File: src/rtl/fp_sweep_gen.sv
// Fixed-point sweep generator: steps a signed accumulator from start to stop by step
// and presents each value as an exact IEEE-754 single on a valid/ready output.
module fp_sweep_gen #(
    parameter int unsigned INT_W  = 8,
    parameter int unsigned FRAC_W = 16
) (
    input  logic                      clk,
    input  logic                      rst,
    input  logic                      start,
    input  logic                      mode,
    input  logic [INT_W+FRAC_W-1:0]   cfg_start,
    input  logic [INT_W+FRAC_W-1:0]   cfg_stop,
    input  logic [INT_W+FRAC_W-1:0]   cfg_step,
    input  logic                      out_ready,
    output logic                      out_valid,
    output logic [31:0]               x_out,
    output logic                      busy,
    output logic                      done,
    output logic                      cfg_err
);

    localparam int unsigned W = INT_W + FRAC_W;

    typedef enum logic [1:0] {IDLE, RUN, FIN} state_t;

    state_t         state, state_n;
    logic [W-1:0]   acc, acc_n;
    logic [W-1:0]   start_q, start_n, stop_q, stop_n, step_q, step_n;
    logic           mode_q, mode_n;
    logic           valid_n, busy_n, done_n, err_n;
    logic [31:0]    x_n;
    logic           cfg_ok, xfer, nxt_le;
    logic [W:0]     nxt;

    // Exact fixed-point to single conversion; W <= 24 keeps every value representable.
    function automatic logic [31:0] fp(input logic [W-1:0] v);
        logic [W-1:0] mag;
        logic [23:0]  m;
        logic [7:0]   e;
        int           p;
        if (v == '0) return 32'h0;
        mag = v[W-1] ? W'(-v) : v;
        p = 0;
        for (int i = 0; i < int'(W); i++) begin
            if (mag[i]) p = i;
        end
        e = 8'(127 + p - int'(FRAC_W));
        m = 24'(mag) << (23 - p);
        return {v[W-1], e, m[22:0]};
    endfunction

    assign cfg_ok = (cfg_step != '0) && ($signed(cfg_start) <= $signed(cfg_stop));
    assign xfer   = out_valid && out_ready;
    // One extra bit so an overflowing step still compares above stop.
    assign nxt    = {acc[W-1], acc} + {1'b0, step_q};
    assign nxt_le = $signed(nxt) <= $signed({stop_q[W-1], stop_q});

    // State and datapath registers
    always_ff @(posedge clk) begin
        if (rst) begin
            state     <= IDLE;
            acc       <= '0;
            start_q   <= '0;
            stop_q    <= '0;
            step_q    <= '0;
            mode_q    <= 1'b0;
            out_valid <= 1'b0;
            x_out     <= 32'h0;
            busy      <= 1'b0;
            done      <= 1'b0;
            cfg_err   <= 1'b0;
        end else begin
            state     <= state_n;
            acc       <= acc_n;
            start_q   <= start_n;
            stop_q    <= stop_n;
            step_q    <= step_n;
            mode_q    <= mode_n;
            out_valid <= valid_n;
            x_out     <= x_n;
            busy      <= busy_n;
            done      <= done_n;
            cfg_err   <= err_n;
        end
    end

    // Next-state logic
    always_comb begin
        state_n = state;
        case (state)
            IDLE:    if (start && cfg_ok) state_n = RUN;
            RUN:     if (xfer && !nxt_le && !mode_q) state_n = FIN;
            FIN:     state_n = IDLE;
            default: state_n = IDLE;
        endcase
    end

    // Next values of outputs and datapath
    always_comb begin
        acc_n   = acc;
        start_n = start_q;
        stop_n  = stop_q;
        step_n  = step_q;
        mode_n  = mode_q;
        valid_n = out_valid;
        x_n     = x_out;
        busy_n  = busy;
        done_n  = 1'b0;
        err_n   = 1'b0;
        case (state)
            IDLE: begin
                if (start) begin
                    if (cfg_ok) begin
                        start_n = cfg_start;
                        stop_n  = cfg_stop;
                        step_n  = cfg_step;
                        mode_n  = mode;
                        acc_n   = cfg_start;
                        x_n     = fp(cfg_start);
                        valid_n = 1'b1;
                        busy_n  = 1'b1;
                    end else begin
                        err_n = 1'b1;
                    end
                end
            end
            RUN: begin
                if (xfer) begin
                    if (nxt_le) begin
                        acc_n = nxt[W-1:0];
                        x_n   = fp(nxt[W-1:0]);
                    end else if (mode_q) begin
                        acc_n = start_q;
                        x_n   = fp(start_q);
                    end else begin
                        valid_n = 1'b0;
                        busy_n  = 1'b0;
                        done_n  = 1'b1;
                    end
                end
            end
            default: ;
        endcase
    end

endmodule

File: config.mk
export PLATFORM = sky130hd
export DESIGN_NAME = fp_sweep_gen
export DESIGN_NICKNAME = d
export VERILOG_FILES = /design/src/rtl/fp_sweep_gen.sv
export SDC_FILE = /design/constraint.sdc
export NUM_CORES = 1
export LEC_CHECK = 0
export ABC_AREA = 1
export ABC_CLOCK_PERIOD_IN_PS = 12940
export CAP_MARGIN = 10
export CORE_ASPECT_RATIO = 0.6
export CORE_UTILIZATION = 40
export DETAILED_ROUTE_END_ITERATION = 6
export PLACE_DENSITY = 0.67
export SLEW_MARGIN = 20
export SYNTH_ARGS = -nofsm -noshare
export SYNTH_HDL_FRONTEND = slang
export SYNTH_SLANG_ARGS = --single-unit
File: constraint.sdc
create_clock -name clk -period 12.94 [get_ports clk]
set_clock_uncertainty 0.2 [all_clocks]
set_input_delay 2.588 -clock clk [delete_from_list [all_inputs] [get_ports clk]]
set_output_delay 2.588 -clock clk [all_outputs]
set_load 0.05 [all_outputs]
Word level (Yosys, flattened, before mapping)
Index checks and enable logic that the tools add are counted.
{ "word_totals": {"inputBits": 77, "elab_cells": 187, "out_inout_bits": 36, "n_memories": 0, "ramBits": 0, "latch_bits": 0, "regBits": 134, "romBits": 0} }
{ "classes": {"div_mod_pow": 0, "n_mul": 0, "n_bitwise": 4, "n_reduce_logical": 19, "magnitude_cmp": 2, "n_mux": 127, "shift": 3, "n_addsub": 13, "eq_ne": 9} }
{ "ops": {"columns": ["cell", "n"], "rows": [
  ["$mux 32", 90],
  ["$mux 24", 8],
  ["$shl 24x32->23", 3],
  ["$sub 6x32->32 const A", 3],
  ["$logic_not 24->1", 3],
  ["$neg 24->24", 3],
  ["$pmux 32 s2", 1],
  ["$pmux 24 s2", 1],
  ["$add 25x24->25", 1],
  ["$le 25x24->1", 1],
  ["$add 8x8->8 const A", 3],
  ["$le 24x24->1", 1],
  ["$reduce_bool 24->1", 1],
  ["$sub 8x6->8 const B", 3],
  ["$mux 1", 23],
  ["$ne 2x2->1 const B", 7],
  ["$reduce_and 6->1", 1],
  ["$logic_and 1x1->1", 5],
  ["$reduce_and 5->1", 1],
  ["$mux 2", 2],
  ["$not 1->1", 4],
  ["$pmux 2 s2", 1],
  ["$reduce_or 4->1", 1],
  ["$ne 3x3->1 const B", 1],
  ["other kinds (8)", 9]
]} }

Longest topological paths before layout
{ "logic_depth": {"ltp_word": 37, "ltp_mapped": 47, "depth_no_buf": 46} }

Worst setup path after synthesis
No wires, ideal clock.
{ "synth_path": {"path_kind": "input to register", "start": "input cfg_start[0]", "end": "register x_out[9]", "path_slack_ns": 6.440, "cell_stages": 28, "required_time_ns": 12.620, "path_buffers": 1, "setup_time_ns": 0.120, "arrival_time_ns": 6.180, "path_cell_list": "inv_1 ha_1 nand3_1 inv_1 nand2_1 inv_1 nand4_1 nor3_1 nand4_1 inv_1 nor2_1 xor2_1 inv_1 nor2_1 nand2_1 nor4_1 inv_1 nor2_1 ha_1 clkbuf_1 nor2_1 nand2_1 inv_1 nand2_1 inv_1 a221o_1 inv_1 a21oi_1"} }
{ "synth_via": {"elab_chain_cells": 35, "word_cells_on_any_way": 44, "cone_classes": "2 x add/sub; 1 x order compare; 1 x eq/ne; 1 x shift; 36 x mux; 3 x reduce/logical"} }
{ "synth_lines": {"columns": ["element", "line", "source"], "rows": [
  ["start: declaration", "11", "input logic [INT_W+FRAC_W-1:0] cfg_start,"],
  ["$neg 24->24", "42", "mag = v[W-1] ? W'(-v) : v;"],
  ["$mux 24", "42", null],
  ["$mux 1", "45", "if (mag[i]) p = i;"],
  ["$mux 32 (22 in a row)", "45", null],
  ["$mux 32", "42", null],
  ["$mux 32", "113", "if (cfg_ok) begin"],
  ["$mux 32", "112", "if (start) begin"],
  ["$mux 32", "110", "case (state)"],
  ["$sub 6x32->32", "48", "m = 24'(mag) << (23 - p);"],
  ["$shl 24x32->23", "48", null],
  ["$mux 32", "42", null],
  ["$mux 32", "113", null],
  ["$mux 32", "112", null],
  ["$pmux 32 s2", "110", null],
  ["end signal: assignment", "80", "x_out <= x_n;"],
  ["end: declaration", "16", "output logic [31:0] x_out,"]
]} }
Parallel ways exist; a longest one is shown, timed or not. The select of a mux whose other input is x is not followed.
A chain may end at the register's enable or synchronous reset.

Worst setup path in the final report
{ "layout_path": {"start": "input cfg_start[0]", "end": "register x_out[22]"} }
The elaborated chain is that of the path after synthesis.

==> results.cfg <==
[outcome]
status = complete, no violations

[logic_synthesis]
syn_inst = 2375
synth-seq-cells = 134
synth-async-reset-ratio_pct = 0
synth_ff_type = dfxtp_1
yosysWarnings = 0
syn_area_sq_mm = 0.0140
synth_most_common_cell = nand2_1
synthDistinctLibCells = 68
synth_edf_count = 0
syn_avg_cell_area_sq_um = 5.90
synthTopCellsByArea = dfxtp_1 (19%), nand2_1 (16%), o21ai_0 (9.8%)
yosysTopAreaCellShare_pct = 19.1
ys_seq_area_share_pct = 19.1
synthesis.nets = 2538
ys_top_cells_by_count = nand2_1 (589), o21ai_0 (273), inv_1 (270), a21oi_1 (237), nor2_1 (183)
yosysTopAreaCell = dfxtp_1

[hold_path]
hp-class = reg -> reg
worst_hold_startpoint = step_q[6]$_SDFFE_PP0P_
min_delay_worst_endpoint = step_q[6]$_SDFFE_PP0P_
hold_depth = 2

[cts]
path_clk_slew_ns = 0.06
cts_hold_buf = 0
cts_sinks = 134
numCtsBuffers = 17
cts_tree = built
clock_path_buffers = 2
insertion_delay_ns = 0.45
htree_num_levels = 4
cts_setup_buffers = 0
root_buffer = clkbuf_16
cts.repair.resized = 0

[floorplan]
die_w_um = 244
core_sq_mm = 0.0341
die_h_um = 147
initial_core_util_pct = 41.1
num_io_pins = 113
core.rowCount = 52
die-area_sq_mm = 0.0358

[grt]
antenna_found_initial = 3
grt_overflow_total = 0
grt_usage_pct = 30.1
grt_pass1_wl_um = 84000
grt_pass1_vias = 14738
grt_max_degree = 103

[sta]
min_period_ns = 8.48
setup_viol = 0
relSlewSlack_pct = 31.7
slew_violations = 0
rsz0062_at_grt = no
finalHoldViolCount = 0
tns_ns = 0
fmax_ghz = 0.118
tightest_slew_ns = 1.02
fin_ws_ns = 4.46
min_period_over_period_pct = 65.5

[routing]
viasPerCell = 5.67
routed_wl_um = 54400
dr.pass1.iters = 7
antenna_left = 0
drc = 0
vias = 16338
drtIter0Drc = 2204
wl_per_cell_um = 18.9

[run]
maxCapViolCount = 0

[placed_design]
place_hpwl_um = 42700
gp_congestion = 0.971
port-buffer-count = 112
place_ws_ns = 4.30
placed_cells = 2847

[final_layout]
area_growth_pct = 13.8
multi_input_area_sq_mm = 0.00972
drive_gt1_share_pct = 4.88
num-nets-final = 2570
stdcell_count = 2880
ff_latch_area_sq_mm = 0.00268
final.fill_count = 3689

[worst_setup_path]
slowest_stage = ha_1
cp.arrival_ns = 8.61
cp_max_fo = 22
cp-end-kind = register
path_class = in -> reg
r2r-end = x_out[11]$_SDFFE_PP0P_
path_common_cell = nand2_1
start_kind = input port
slowest_delay_ns = 0.75
cp.required_ns = 13.07
rrSetupSlack_ns = 5.10
reg2regPathDepth = 37
r2r-start = acc[1]$_SDFFE_PP0P_
[through the flow]
stage / hold slack (ns) / instance area (sq um) / utilization, %
5_1_grt: 0.293 / 15900 / 46.7
2_1_floorplan: 0.235 / 14000 / -
3_3_place_gp: 0.255 / 15300 / 44.9
6_report: 0.270 / 15900 / 46.8
3_5_place_dp: 0.260 / 15300 / 44.9
4_1_cts: 0.271 / 15900 / 46.7
[logic make-up after synthesis]
| group | count (synthesis) | share of synthesized area, % |
|---|---|---|
| compound gates | 620 | 24.0 |
| fa+ha+maj | 86 | 7.73 |
| simple gates | 1046 | 31.9 |
| xor+xnor | 77 | 5.13 |
| flops | 134 | 19.1 |
| mux | 7 | 0.500 |
| buf+inv | 405 | 11.6 |
[critical path, delay by kind of cell]
kind | cells | cell delay [ns]
xor gates and xnor gates | 1 | 0.23
adders and majority gates | 2 | 0.95
buffers and inverters | 8 | 1.66
and+or+nand+nor | 15 | 2.36
AOI/OAI and AO/OA | 5 | 0.84
[area by class of cell]
class / instances / share of cell area [%]
multi-input cells: 1836 / 61.0
flip-flops and latches: 134 / 16.8
repair buffers: 127 / 7.74
inverters: 291 / 6.88
well taps: 459 / 3.60
clock buffers: 20 / 2.80
clock inverters: 11 / 1.11
diodes: 2 / 0.0314
[sequential cells by signal, indices dropped and copies added (netlist names)]
name and cells:
step_q 24, state 2, busy 1, mode_q 1, done 1, cfg_err 1
acc 24, stop_q 24, start_q 24, x_out 32
[cells in the final DEF (no fill, tap or decap), types with 22 or more instances in the layout]
cell | netlist | final
nor2_1 | 183 | 181
a21oi_1 | 237 | 237
a31oi_1 | 22 | 22
ha_1 | 85 | 85
o21ai_0 | 273 | 273
inv_1 | 270 | 269
xor2_1 | 63 | 63
nand3_1 | 167 | 167
nand2_1 | 589 | 588
dfxtp_1 | 134 | 134
nand4_1 | 25 | 25
clkdlybuf4s50_1 | 0 | 112
[worst max path at each step]
stage,cells past startpoint,startpoint,to
2_1_floorplan,28,cfg_start[0],x_out[9]$_SDFFE_PP0P_
3_3_place_gp,32,cfg_start[0],x_out[22]$_SDFFE_PP0P_
3_5_place_dp,31,cfg_start[0],x_out[22]$_SDFFE_PP0P_
4_1_cts,31,cfg_start[0],x_out[22]$_SDFFE_PP0P_
5_1_grt,32,cfg_start[0],x_out[22]$_SDFFE_PP0P_
6_report,31,cfg_start[0],x_out[22]$_SDFFE_PP0P_
[per-layer routing]
layer / track usage [%] / up-vias / share of wire (%)
li1: - / 7931 / -
met1: 46.2 / 7561 / 48
met2: 38.9 / 791 / 37
met3: 10.6 / 53 / 13
met4: 6.69 / 2 / 1.5
met5: 0 / - / 0.024
Power is not shown: default switching activity piles up to over one toggle a cycle in this logic, so the estimate is an artifact.
